## src/rtl/note_tone_gen_pkg.sv

```systemverilog
// Shared definitions for the note-code path.
//
// Holds the 4-bit note-code constants (also used by the sequencer and the keypad sources),
// the half-period table for a 10 MHz clock, and the tone-generator state encoding.
package note_tone_gen_pkg;

   // Note codes: semitones from C4 up to C5; 13 and 14 are unused and behave like silence.
   localparam logic [3:0] NOTE_C4     = 4'd0;
   localparam logic [3:0] NOTE_CS4    = 4'd1;
   localparam logic [3:0] NOTE_D4     = 4'd2;
   localparam logic [3:0] NOTE_DS4    = 4'd3;
   localparam logic [3:0] NOTE_E4     = 4'd4;
   localparam logic [3:0] NOTE_F4     = 4'd5;
   localparam logic [3:0] NOTE_FS4    = 4'd6;
   localparam logic [3:0] NOTE_G4     = 4'd7;
   localparam logic [3:0] NOTE_GS4    = 4'd8;
   localparam logic [3:0] NOTE_A4     = 4'd9;
   localparam logic [3:0] NOTE_AS4    = 4'd10;
   localparam logic [3:0] NOTE_B4     = 4'd11;
   localparam logic [3:0] NOTE_C5     = 4'd12;
   localparam logic [3:0] NOTE_SILENT = 4'hF;

   localparam int unsigned NumNotes = 13;

   // Half-period of each note in 10 MHz clock cycles, indexed by note code.
   localparam int unsigned HalfPeriodTable [NumNotes] = '{
      19111, 18039, 17026, 16071, 15169, 14317,
      13514, 12755, 12039, 11364, 10726, 10124, 9556
   };

   // Generator states.
   typedef logic [1:0] state_t;
   localparam state_t StSilent = 2'd0;  // output held low
   localparam state_t StPlay   = 2'd1;  // tone running, input matches current note
   localparam state_t StPend   = 2'd2;  // tone running, change waiting for period end

endpackage

```

## src/rtl/note_tone_gen_if.sv

```systemverilog
// Note-code link between a note source (sequencer/keypad) and the tone generator.
//
// Signals:
//   note_in      note code presented by the source
//   mute         level-sensitive mute request
//   wave_out     square-wave tone
//   tone_active  high while a tone is being generated
//   cur_note     note currently being generated (NOTE_SILENT when silent)
// Modports: master = note source, slave = tone generator.
interface note_tone_gen_if;
   logic [3:0] note_in;
   logic       mute;
   logic       wave_out;
   logic       tone_active;
   logic [3:0] cur_note;

   modport master (
      output note_in,
      output mute,
      input  wave_out,
      input  tone_active,
      input  cur_note
   );

   modport slave (
      input  note_in,
      input  mute,
      output wave_out,
      output tone_active,
      output cur_note
   );
endinterface

```

## src/rtl/note_period_lut.sv

```systemverilog
// Combinational note-code to half-period lookup.
//
// Ports:
//   note_i         note code
//   half_period_o  half-period in clock cycles, already right-shifted by DIV_SHIFT (0 if invalid)
//   valid_o        high for codes 0..12
module note_period_lut
   import note_tone_gen_pkg::*;
#(
   parameter int unsigned DIV_SHIFT = 0,
   parameter int unsigned CNT_W     = 15
) (
   input  logic [3:0]       note_i,
   output logic [CNT_W-1:0] half_period_o,
   output logic             valid_o
);

   // Compare against each table index so out-of-range codes never index past the table.
   always_comb begin
      half_period_o = '0;
      valid_o       = 1'b0;
      for (int unsigned i = 0; i < NumNotes; i++) begin
         if (note_i == 4'(i)) begin
            half_period_o = CNT_W'(HalfPeriodTable[i] >> DIV_SHIFT);
            valid_o       = 1'b1;
         end
      end
   end

endmodule

```

## src/rtl/note_tone_gen.sv

```systemverilog
// Note-code to square-wave tone generator.
//
// Turns the note code presented on the link into a 50% duty square wave at the note's pitch.
// A running tone only changes note (or stops) at the end of a full period, i.e. at the end of a
// low half, so the output never carries a truncated pulse. Mute drops the output the next cycle.
//
// Ports:
//   clk    system clock (10 MHz nominal)
//   n_rst  asynchronous active-low reset
//   bus    note link, slave side (note_in/mute in; wave_out/tone_active/cur_note out)
// Parameters:
//   DIV_SHIFT  right shift applied to every half-period (each +1 raises the pitch one octave)
//   CNT_W      half-period counter width; must hold the largest table entry
module note_tone_gen
   import note_tone_gen_pkg::*;
#(
   parameter int unsigned DIV_SHIFT = 0,
   parameter int unsigned CNT_W     = 15
) (
   input  logic             clk,
   input  logic             n_rst,
   note_tone_gen_if.slave   bus
);

   state_t           state_q, state_d;
   logic             wave_q, wave_d;
   logic [3:0]       cur_q, cur_d;
   logic [3:0]       pend_q, pend_d;
   logic [CNT_W-1:0] cnt_q, cnt_d;

   logic [3:0]       lut_idx;
   logic [CNT_W-1:0] lut_hp;
   logic             lut_valid;

   logic             lvl_end;
   logic             pend_apply;
   logic             wave_adv;
   logic [CNT_W-1:0] cnt_adv;

   // Last cycle of the current level.
   assign lvl_end = (cnt_q == '0);

   // End of a full period while a different note is waiting: the pending code takes over.
   // If the input has just returned to the current note, the tone simply carries on.
   assign pend_apply = (state_q == StPend) && lvl_end && !wave_q && (bus.note_in != cur_q);

   // One lookup serves all cases: the new note when starting from silence, the pending note at
   // a change-over, otherwise the current note for the reload at each toggle.
   always_comb begin
      lut_idx = cur_q;
      if (state_q == StSilent) begin
         lut_idx = bus.note_in;
      end else if (pend_apply) begin
         lut_idx = pend_q;
      end
   end

   note_period_lut #(
      .DIV_SHIFT (DIV_SHIFT),
      .CNT_W     (CNT_W)
   ) u_lut (
      .note_i        (lut_idx),
      .half_period_o (lut_hp),
      .valid_o       (lut_valid)
   );

   // Level timing shared by PLAY and PEND: toggle and reload happen in the same cycle, so every
   // level lasts exactly one half-period.
   always_comb begin
      wave_adv = wave_q;
      cnt_adv  = cnt_q - CNT_W'(1);
      if (lvl_end) begin
         wave_adv = ~wave_q;
         cnt_adv  = lut_hp - CNT_W'(1);
      end
   end

   always_comb begin
      state_d = state_q;
      wave_d  = wave_q;
      cur_d   = cur_q;
      cnt_d   = cnt_q;
      pend_d  = pend_q;

      case (state_q)
         StSilent: begin
            if (lut_valid) begin
               state_d = StPlay;
               cur_d   = bus.note_in;
               wave_d  = 1'b1;
               cnt_d   = lut_hp - CNT_W'(1);
            end
         end

         StPlay: begin
            wave_d = wave_adv;
            cnt_d  = cnt_adv;
            if (bus.note_in != cur_q) begin
               pend_d  = bus.note_in;
               state_d = StPend;
            end
         end

         StPend: begin
            if (bus.note_in == cur_q) begin
               // Change withdrawn before the period ended.
               pend_d  = NOTE_SILENT;
               state_d = StPlay;
               wave_d  = wave_adv;
               cnt_d   = cnt_adv;
            end else if (pend_apply) begin
               pend_d = NOTE_SILENT;
               if (lut_valid) begin
                  state_d = StPlay;
                  cur_d   = pend_q;
                  wave_d  = 1'b1;
                  cnt_d   = lut_hp - CNT_W'(1);
               end else begin
                  // Silence and unused codes end the tone with the output already low.
                  state_d = StSilent;
                  cur_d   = NOTE_SILENT;
                  wave_d  = 1'b0;
                  cnt_d   = '0;
               end
            end else begin
               pend_d = bus.note_in;
               wave_d = wave_adv;
               cnt_d  = cnt_adv;
            end
         end

         default: begin
            state_d = StSilent;
            wave_d  = 1'b0;
            cur_d   = NOTE_SILENT;
            cnt_d   = '0;
            pend_d  = NOTE_SILENT;
         end
      endcase

      // Mute wins over every other event in the same cycle.
      if (bus.mute) begin
         state_d = StSilent;
         wave_d  = 1'b0;
         cur_d   = NOTE_SILENT;
         cnt_d   = '0;
         pend_d  = NOTE_SILENT;
      end
   end

   always_ff @(posedge clk or negedge n_rst) begin
      if (!n_rst) begin
         state_q <= StSilent;
         wave_q  <= 1'b0;
         cur_q   <= NOTE_SILENT;
         cnt_q   <= '0;
         pend_q  <= NOTE_SILENT;
      end else begin
         state_q <= state_d;
         wave_q  <= wave_d;
         cur_q   <= cur_d;
         cnt_q   <= cnt_d;
         pend_q  <= pend_d;
      end
   end

   assign bus.wave_out    = wave_q;
   assign bus.tone_active = (state_q != StSilent);
   assign bus.cur_note    = cur_q;

endmodule

```

## src/flat_wrapper.sv

```systemverilog
// flat-port wrapper written by rule: the top's interface ports become plain ports
module note_tone_gen_flat import note_tone_gen_pkg::*;
#(
   parameter int unsigned DIV_SHIFT = 0,
   parameter int unsigned CNT_W     = 15
)
  (clk, n_rst, bus_note_in, bus_mute, bus_wave_out, bus_tone_active, bus_cur_note);
  note_tone_gen_if bus_i ();
  input  logic clk;
  input  logic n_rst;
  input wire logic [$bits(bus_i.note_in)-1:0] bus_note_in;
  input wire logic [$bits(bus_i.mute)-1:0] bus_mute;
  output wire logic [$bits(bus_i.wave_out)-1:0] bus_wave_out;
  output wire logic [$bits(bus_i.tone_active)-1:0] bus_tone_active;
  output wire logic [$bits(bus_i.cur_note)-1:0] bus_cur_note;
  assign bus_i.note_in = bus_note_in;
  assign bus_i.mute = bus_mute;
  assign bus_wave_out = bus_i.wave_out;
  assign bus_tone_active = bus_i.tone_active;
  assign bus_cur_note = bus_i.cur_note;
  note_tone_gen #(.DIV_SHIFT(DIV_SHIFT), .CNT_W(CNT_W)) u_core (.clk(clk), .n_rst(n_rst), .bus(bus_i));
endmodule
```

## config.mk

```make
export PLATFORM = sky130hd
export DESIGN_NAME = note_tone_gen_flat
export DESIGN_NICKNAME = d
export VERILOG_FILES = /design/src/rtl/note_tone_gen_pkg.sv /design/src/rtl/note_tone_gen_if.sv /design/src/rtl/note_period_lut.sv /design/src/rtl/note_tone_gen.sv /design/src/flat_wrapper.sv
export SDC_FILE = /design/constraint.sdc
export NUM_CORES = 1
export LEC_CHECK = 0
export BUFFER_PORTS_ARGS = -buffer_cell sky130_fd_sc_hd__buf_2
export CAP_MARGIN = 20
export CORE_MARGIN = 8
export CORE_UTILIZATION = 50
export CTS_BUF_LIST = sky130_fd_sc_hd__clkbuf_2
export CTS_CLUSTER_DIAMETER = 100
export DETAILED_ROUTE_END_ITERATION = 12
export PLACE_DENSITY = 0.74
export SLEW_MARGIN = 5
export SYNTH_ARGS = -nofsm -noshare
export SYNTH_HDL_FRONTEND = slang
export SYNTH_HIERARCHICAL = 1
export SYNTH_SLANG_ARGS = --single-unit
```

## constraint.sdc

```tcl
create_clock -name clk -period 6 [get_ports clk]
set_input_delay 0.3 -clock clk [delete_from_list [all_inputs] [get_ports clk]]
set_output_delay 0.3 -clock clk [all_outputs]
set_load 0.005 [all_outputs]
```

==> run_summary.xml, run 1 <==
<?xml version="1.0" encoding="UTF-8"?>
<metrics>
  <group name="placement">
    <metric name="globalplace.congestion" unit="">0.8725</metric>
    <metric name="place.port_buffers" unit="">12</metric>
    <metric name="hpwl" unit="um">4268</metric>
  </group>
  <group name="timing">
    <metric name="skew" unit="ns">0.006533</metric>
    <metric name="max_clock_freq" unit="MHz">204.5</metric>
    <metric name="min_period_over_period" unit="%">81.48</metric>
    <metric name="min_clock_period_post_route" unit="ns">4.889</metric>
    <metric name="rsz0062_at_grt" unit="">no</metric>
    <metric name="worst-slew-pin-transition" unit="ns">1.028</metric>
    <metric name="timing.slew.headroom" unit="%">31.22</metric>
    <metric name="fin_setup_tns" unit="ns">0</metric>
    <metric name="finalMaxSlewViolations" unit="">0</metric>
    <metric name="setup_viol" unit="">0</metric>
    <metric name="hold_viol" unit="">0</metric>
  </group>
  <group name="setup_path">
    <metric name="r2r_setup_slack" unit="ns">1.11</metric>
    <metric name="crit_path_end_kind" unit="">flip-flop</metric>
    <metric name="path_cells" unit="">inv_1 &gt; ha_1 &gt; or4b_1 &gt; or4_4 &gt; nor3_4 &gt; mux2i_1 &gt; o21ai_1 &gt; buf_4 &gt; o211ai_1 &gt; nand2b_1 &gt; nand3_1 &gt; nor2_1 &gt; nand2_1 &gt; o221ai_1</metric>
    <metric name="worst_ep_arrival_time" unit="ns">5.18</metric>
    <metric name="critPathMaxStageDelay" unit="ns">0.69</metric>
    <metric name="crit_slowest_cell" unit="">sky130_fd_sc_hd__nor2_1</metric>
    <metric name="crit_end" unit="">u_core/cnt_q[12]</metric>
    <metric name="cp_top_family" unit="">simple AND/OR/NAND/NOR gates</metric>
    <metric name="setup.worst_path.class" unit="">reg2reg</metric>
    <metric name="worst-path-buf-inv" unit="">2</metric>
    <metric name="worstRegToRegCells" unit="">14</metric>
    <metric name="critPathMaxFanout" unit="">19</metric>
    <metric name="critical_path_required" unit="ns">6.29</metric>
    <metric name="r2r_end" unit="">u_core/cnt_q[12]</metric>
    <metric name="critical_path.reg2reg.startpoint" unit="">u_core/cnt_q[0]</metric>
    <metric name="critical_path_depth" unit="">14</metric>
    <metric name="cp-start-kind" unit="">flip-flop</metric>
    <metric name="critPathLaunch" unit="">u_core/cnt_q[0]</metric>
  </group>
  <group name="global_route">
    <metric name="first_global_vias" unit="">2045</metric>
    <metric name="grt_pass1_wl" unit="um">9694</metric>
    <metric name="track_usage" unit="%">16.16</metric>
    <metric name="grt_overflow_total" unit="">0</metric>
    <metric name="grt_antenna_before_repair" unit="">0</metric>
    <metric name="grt_start_max_net_pins" unit="">27</metric>
  </group>
  <group name="cts">
    <metric name="clock-sinks" unit="">26</metric>
    <metric name="tritoncts" unit="">done</metric>
    <metric name="clock_tree.buffer_depth" unit="">2</metric>
    <metric name="h-tree-depth" unit="">1</metric>
    <metric name="clk_latency" unit="ns">0.35</metric>
    <metric name="cts.reportedPaths.clkPinSlew" unit="ns">0.24</metric>
    <metric name="cts_made_buffers" unit="">3</metric>
    <metric name="clockRootBuffer" unit="">sky130_fd_sc_hd__clkbuf_2</metric>
    <metric name="cts.repair_timing.setup_buffer_count" unit="">0</metric>
  </group>
  <group name="run_status">
    <metric name="status" unit="">finished clean</metric>
  </group>
  <group name="logic_synthesis">
    <metric name="fraction_of_synthesized_cell_area_taken_by_the_top_area_cell_type" unit="%">18.81</metric>
    <metric name="yosys_most_used_dff" unit="">sky130_fd_sc_hd__dfrtp_1</metric>
    <metric name="synth_fa_ha_area_share" unit="%">4.180</metric>
    <metric name="ys_types" unit="">62</metric>
    <metric name="postSynthRegisterBits" unit="">26</metric>
    <metric name="netlist_top_cells_area" unit="">sky130_fd_sc_hd__dfrtp_1 19%, sky130_fd_sc_hd__dfstp_2 8.8%, sky130_fd_sc_hd__o21ai_0 5.4%</metric>
    <metric name="synth_top_family_by_area" unit="">compound AO/OA/AOI/OAI gates</metric>
    <metric name="synth-simple-area-share" unit="%">25.18</metric>
    <metric name="synthesis.area_per_instance" unit="um^2">8.462</metric>
    <metric name="syn-cell-area" unit="um^2">2395</metric>
    <metric name="synth.mux.area_fraction" unit="%">2.090</metric>
    <metric name="netlist_top_cells_count" unit="">27 x sky130_fd_sc_hd__nand2_1, 26 x sky130_fd_sc_hd__o21ai_0, 21 x sky130_fd_sc_hd__nor2_1</metric>
    <metric name="ys_seq_area_share" unit="%">27.59</metric>
    <metric name="synth_enable_flop_cells" unit="">0</metric>
    <metric name="synth-async-reset-ratio" unit="%">100.0</metric>
    <metric name="synth_area_in_compound_gates" unit="%">26.23</metric>
    <metric name="post-synth-top-count-cell" unit="">sky130_fd_sc_hd__nand2_1</metric>
    <metric name="synth_area_leader_cell" unit="">sky130_fd_sc_hd__dfrtp_1</metric>
    <metric name="synthXorXnorAreaFrac" unit="%">7.941</metric>
    <metric name="ys_warn_count" unit="">6</metric>
    <metric name="synth_cells" unit="">283</metric>
    <metric name="synthesis.nets" unit="">298</metric>
  </group>
  <group name="floorplan">
    <metric name="dieArea" unit="um^2">7260</metric>
    <metric name="die_y" unit="um">85.21</metric>
    <metric name="floorplan.initialDensity" unit="%">51.38</metric>
    <metric name="fp.coreArea" unit="um^2">4661</metric>
    <metric name="core.rowCount" unit="">25</metric>
    <metric name="design.portCount" unit="">13</metric>
    <metric name="die_x" unit="um">85.21</metric>
  </group>
  <group name="routing">
    <metric name="initialDrtViolationCount" unit="">221</metric>
    <metric name="routed_wl" unit="um">5730</metric>
    <metric name="first_pass_iters" unit="">4</metric>
    <metric name="post_drt_wl_per_cell" unit="um">16.80</metric>
    <metric name="via_total_after_detailed_routing" unit="">2149</metric>
    <metric name="detail-route-antenna-nets" unit="">0</metric>
    <metric name="drc" unit="">0</metric>
    <metric name="via_per_inst" unit="">6.302</metric>
  </group>
  <group name="layout">
    <metric name="insertedDiodeCount" unit="">0</metric>
    <metric name="drive_above_1_share" unit="%">19.86</metric>
    <metric name="finalNetCount" unit="">303</metric>
    <metric name="area.growth.synth_to_final" unit="%">3.814</metric>
  </group>
  <group name="worst_hold_path">
    <metric name="hp-class" unit="">in2reg</metric>
    <metric name="hold-path-cell-count" unit="">3</metric>
  </group>
  <group name="run">
    <metric name="cap_viol_max_count" unit="">0</metric>
  </group>
</metrics>
==> cell type report <==
| cell class | count | area (um^2) |
|---|---|---|
| fill | 423 | 2175 |
| inverter | 14 | 52.55 |
| tap | 54 | 67.56 |
| multi-input combinational | 225 | 1578 |
| timing repair buffer | 18 | 107.6 |
| clock buffer | 4 | 20.02 |
| sequential | 26 | 660.6 |
==> flip-flops by register name, indices dropped and copies added, names as in the netlist <==
| name | flops |
|---|---|
| u_core/pend_q | 4 |
| u_core/bus.cur_note | 4 |
| u_core/state_q | 2 |
| u_core/cnt_q | 15 |
| u_core/bus.wave_out | 1 |
==> worst min path at each step <==
stage,startpoint,endpoint
final,bus_note_in[0],u_core/pend_q[0]
after global routing,bus_note_in[1],u_core/pend_q[1]
after CTS,bus_note_in[1],u_core/pend_q[1]
after detailed placement,n_rst,u_core/cnt_q[11]
after global placement,n_rst,u_core/cnt_q[6]
after floorplan,n_rst,u_core/bus.wave_out
==> per-stage QoR <==
step                      setup slack [ns]  hold slack, ns  utilization (%)  cell area (um^2)  std cells
final                                1.111          0.1456            53.34              2486        341
after global routing                0.7379         0.08502            53.34              2486        341
after CTS                            1.184          0.1139            53.34              2486        341
after detailed placement             1.226          0.3444            52.70              2456        336
after global placement               1.281          0.3366            52.54              2449        335
after floorplan                      1.657        0.004409                -              2395        283
==> kinds of logic after synthesis <==
kind of cell	Yosys count
xor+xnor	20
compound gates	82
mux	5
flops	26
simple gates	110
fa+ha+maj	8
buf+inv	32
==> repair_timing <==
action	in CTS	in global routing
resized for setup	0	0
hold buffers	1	0
endpoints found under the hold margin	18	0
==> tightest hold or removal path, stage by stage <==
cell and delay (ns):
sky130_fd_sc_hd__buf_2 0.12, sky130_fd_sc_hd__nand2_1 0.05, sky130_fd_sc_hd__a2bb2oi_1 0.05
==> metal layers <==
layer	share of wire [%]	vias to the layer above	GRT usage (%)
li1	-	1049	-
met1	47	1026	21.64
met2	46	68	25.50
met3	5.8	6	2.027
met4	1.3	0	6.634
met5	0	-	0
==> placed cells by master (no fill, tap or decap), drive strengths merged, types with 5 or more instances in the layout <==
cell type / netlist / layout
o21ai: 30 / 30
inv: 14 / 14
xnor2: 15 / 15
nor4: 10 / 10
nor3: 17 / 17
ha: 8 / 8
xor2: 5 / 5
dfstp: 8 / 8
o221ai: 14 / 14
dfrtp: 18 / 18
nand2: 27 / 27
buf: 8 / 17
a21oi: 7 / 7
mux2i: 5 / 5
or4: 5 / 5
nor2: 21 / 21
Power of run 1 is not shown: default switching activity piles up to over one toggle a cycle in this logic, so the estimate is an artifact.
==> run 2, diff against run 1 <==
==> constraint.sdc (replaced) <==
create_clock -name clk -period 4.55 [get_ports clk]
set_input_delay 0.2275 -clock clk [delete_from_list [all_inputs] [get_ports clk]]
set_output_delay 0.2275 -clock clk [all_outputs]
set_load 0.005 [all_outputs]
==> run 2 against run 1 <==
Against the previous run:
- cell area up 7.7%
- final cell count increased by 5.0%
- routed wire length up 9.9%
- fmax up 12%
- via count increased by 6.1%
- critical path type unchanged
==> run_summary.xml, run 2 (same netlist as run 1, synthesis figures left out) <==
<?xml version="1.0" encoding="UTF-8"?>
<metrics>
  <group name="run_status">
    <metric name="status" unit="">finished clean</metric>
  </group>
  <group name="layout">
    <metric name="insertedDiodeCount" unit="">0</metric>
    <metric name="multiInputGateArea" unit="um^2">1623</metric>
    <metric name="largest_register_ff_count" unit="">15</metric>
    <metric name="registers.top_by_ff_count" unit="">u_core/cnt_q</metric>
    <metric name="drive_above_1_share" unit="%">26.97</metric>
    <metric name="fillerInstances" unit="">427</metric>
    <metric name="area.growth.synth_to_final" unit="%">11.81</metric>
    <metric name="final_area" unit="um^2">2678</metric>
    <metric name="layout.cells.most_common_list" unit="">26 x sky130_fd_sc_hd__nand2_1, 21 x sky130_fd_sc_hd__o21ai_0, 19 x sky130_fd_sc_hd__nor2_1, 19 x sky130_fd_sc_hd__buf_4, 18 x sky130_fd_sc_hd__dfrtp_1</metric>
    <metric name="final-seq-area" unit="um^2">660.6</metric>
    <metric name="final_core_utilization" unit="%">57.45</metric>
    <metric name="mostFrequentLayoutCell" unit="">sky130_fd_sc_hd__nand2_1</metric>
    <metric name="finalNetCount" unit="">320</metric>
  </group>
  <group name="routing">
    <metric name="routed_wl" unit="um">6295</metric>
    <metric name="via_total_after_detailed_routing" unit="">2280</metric>
    <metric name="initialDrtViolationCount" unit="">282</metric>
    <metric name="first_pass_iters" unit="">5</metric>
    <metric name="detail-route-antenna-nets" unit="">0</metric>
    <metric name="drc" unit="">0</metric>
    <metric name="via_per_inst" unit="">6.369</metric>
    <metric name="post_drt_wl_per_cell" unit="um">17.58</metric>
  </group>
  <group name="setup_path">
    <metric name="path_cells" unit="">inv_1 &gt; ha_1 &gt; or4b_4 &gt; or4_4 &gt; nor3_4 &gt; buf_4 &gt; mux2i_1 &gt; o21ai_1 &gt; buf_4 &gt; and2b_2 &gt; nand2_1 &gt; o21ai_0 &gt; nor4_4 &gt; nand3b_1 &gt; nor4_2 &gt; xnor2_1 &gt; o221ai_1</metric>
    <metric name="r2r_end" unit="">u_core/cnt_q[12]</metric>
    <metric name="crit_slowest_cell" unit="">sky130_fd_sc_hd__or4_4</metric>
    <metric name="crit_path_end_kind" unit="">flip-flop</metric>
    <metric name="critical_path.reg2reg.startpoint" unit="">u_core/cnt_q[0]</metric>
    <metric name="worstRegToRegCells" unit="">17</metric>
    <metric name="critPathMaxFanout" unit="">17</metric>
    <metric name="cp-start-kind" unit="">flip-flop</metric>
    <metric name="critPathMaxStageDelay" unit="ns">0.57</metric>
    <metric name="critical_path_most_common_cell" unit="">sky130_fd_sc_hd__buf_4</metric>
    <metric name="worst_ep_arrival_time" unit="ns">4.66</metric>
    <metric name="critical_path_required" unit="ns">4.83</metric>
    <metric name="setup.worst_path.class" unit="">reg2reg</metric>
    <metric name="r2r_setup_slack" unit="ns">0.17</metric>
  </group>
  <group name="global_route">
    <metric name="grt_overflow_total" unit="">0</metric>
    <metric name="track_usage" unit="%">17.00</metric>
    <metric name="first_global_vias" unit="">2133</metric>
    <metric name="grt_pass1_wl" unit="um">10210</metric>
    <metric name="grt_antenna_before_repair" unit="">0</metric>
    <metric name="grt_start_max_net_pins" unit="">27</metric>
  </group>
  <group name="run">
    <metric name="cap_viol_max_count" unit="">0</metric>
  </group>
  <group name="timing">
    <metric name="timing.slew.headroom" unit="%">34.52</metric>
    <metric name="finalMaxSlewViolations" unit="">0</metric>
    <metric name="max_clock_freq" unit="MHz">228.4</metric>
    <metric name="min_clock_period_post_route" unit="ns">4.379</metric>
    <metric name="skew" unit="ns">0.01678</metric>
    <metric name="worst-slew-pin-transition" unit="ns">0.9786</metric>
    <metric name="min_period_over_period" unit="%">96.24</metric>
    <metric name="hold_viol" unit="">0</metric>
    <metric name="setup_viol" unit="">0</metric>
    <metric name="fin_setup_tns" unit="ns">0</metric>
  </group>
  <group name="cts">
    <metric name="clk_latency" unit="ns">0.37</metric>
    <metric name="cts_made_buffers" unit="">3</metric>
    <metric name="h-tree-depth" unit="">1</metric>
    <metric name="clockRootBuffer" unit="">sky130_fd_sc_hd__clkbuf_2</metric>
    <metric name="clock-sinks" unit="">26</metric>
    <metric name="cts.reportedPaths.clkPinSlew" unit="ns">0.26</metric>
    <metric name="tritoncts" unit="">done</metric>
    <metric name="clock_tree.buffer_depth" unit="">2</metric>
  </group>
  <group name="floorplan">
    <metric name="floorplan.initialDensity" unit="%">51.38</metric>
    <metric name="design.portCount" unit="">13</metric>
    <metric name="core.rowCount" unit="">25</metric>
    <metric name="dieArea" unit="um^2">7260</metric>
    <metric name="die_y" unit="um">85.21</metric>
    <metric name="die_x" unit="um">85.21</metric>
    <metric name="fp.coreArea" unit="um^2">4661</metric>
  </group>
  <group name="worst_hold_path">
    <metric name="worst_hold_startpoint" unit="">bus_note_in[1]</metric>
    <metric name="hold-path-cell-count" unit="">3</metric>
    <metric name="worst_hold_path.endpoint" unit="">u_core/pend_q[1]</metric>
    <metric name="hp-class" unit="">in2reg</metric>
  </group>
  <group name="placement">
    <metric name="post_dp_cell_area" unit="um^2">2516</metric>
    <metric name="hpwl" unit="um">4521</metric>
    <metric name="globalplace.congestion" unit="">0.8861</metric>
    <metric name="place.port_buffers" unit="">12</metric>
  </group>
</metrics>
==> run 2: cell types whose count changed in the layout (fill, tap and decap cells not counted), moves of 2 or more <==
cell / change
sky130_fd_sc_hd__buf_4: +14
sky130_fd_sc_hd__nor2_1: -2
sky130_fd_sc_hd__nor2_2: +2
sky130_fd_sc_hd__nor4_1: -2
sky130_fd_sc_hd__o21ai_2: +2
==> run 2: how the worst max path moves through the flow <==
stage	depth (start not counted)	to	startpoint
2_1_floorplan	15	u_core/cnt_q[12]	u_core/cnt_q[0]
3_3_place_gp	16	u_core/cnt_q[12]	u_core/cnt_q[0]
3_5_place_dp	16	u_core/cnt_q[12]	u_core/cnt_q[0]
4_1_cts	18	u_core/cnt_q[12]	u_core/cnt_q[0]
5_1_grt	17	u_core/cnt_q[12]	u_core/cnt_q[0]
6_report	17	u_core/cnt_q[12]	u_core/cnt_q[0]
==> run 2: per-stage QoR <==
stage	setup slack (ns)	hold WS, ns	instances
after floorplan	0.2066	-0.06809	283
after global placement	0.09632	0.2701	344
after detailed placement	-0.07336	0.2712	344
after CTS	0.01589	0.03050	349
after global routing	-0.005868	0.008985	358
final	0.1709	0.06262	358
==> run 2: metal layers <==
layer | track usage (%) | vias to the layer above | wire length [um]
li1 | - | 1093 | -
met1 | 22.94 | 1104 | 2908
met2 | 26.92 | 79 | 3047
met3 | 2.510 | 4 | 294
met4 | 5.502 | 0 | 44
met5 | 0 | - | 0
==> run 2: critical path, delay by kind of cell (launching register included) <==
| kind | cells | cell delay (ns) |
|---|---|---|
| adder cells (fa/ha/maj) | 1 | 0.13 |
| XOR/XNOR | 1 | 0.17 |
| buffers and inverters | 3 | 0.47 |
| AND/OR/NAND/NOR | 8 | 2.44 |
| AO/OA/AOI/OAI | 3 | 0.43 |
| multiplexers | 1 | 0.18 |
| flip-flops | 1 | 0.47 |
==> run 2: timing repair <==
item | 4_1_cts | 5_1_grt
resized for setup | 1 | 11
endpoints found under the setup margin | 4 | 15
pin swaps | 0 | 5
endpoints found under the hold margin | 18 | 1
hold buffers | 1 | 1
setup buffers | 0 | 8
==> run 2: area by class of cell <==
type	count	area share, %
Timing Repair Buffer	35	9.486
Tap cell	54	2.523
Clock buffer	4	0.7477
Inverter	14	1.963
Sequential cell	26	24.67
Multi-Input combinational cell	225	60.61
Power of run 2 is left out for the same reason.
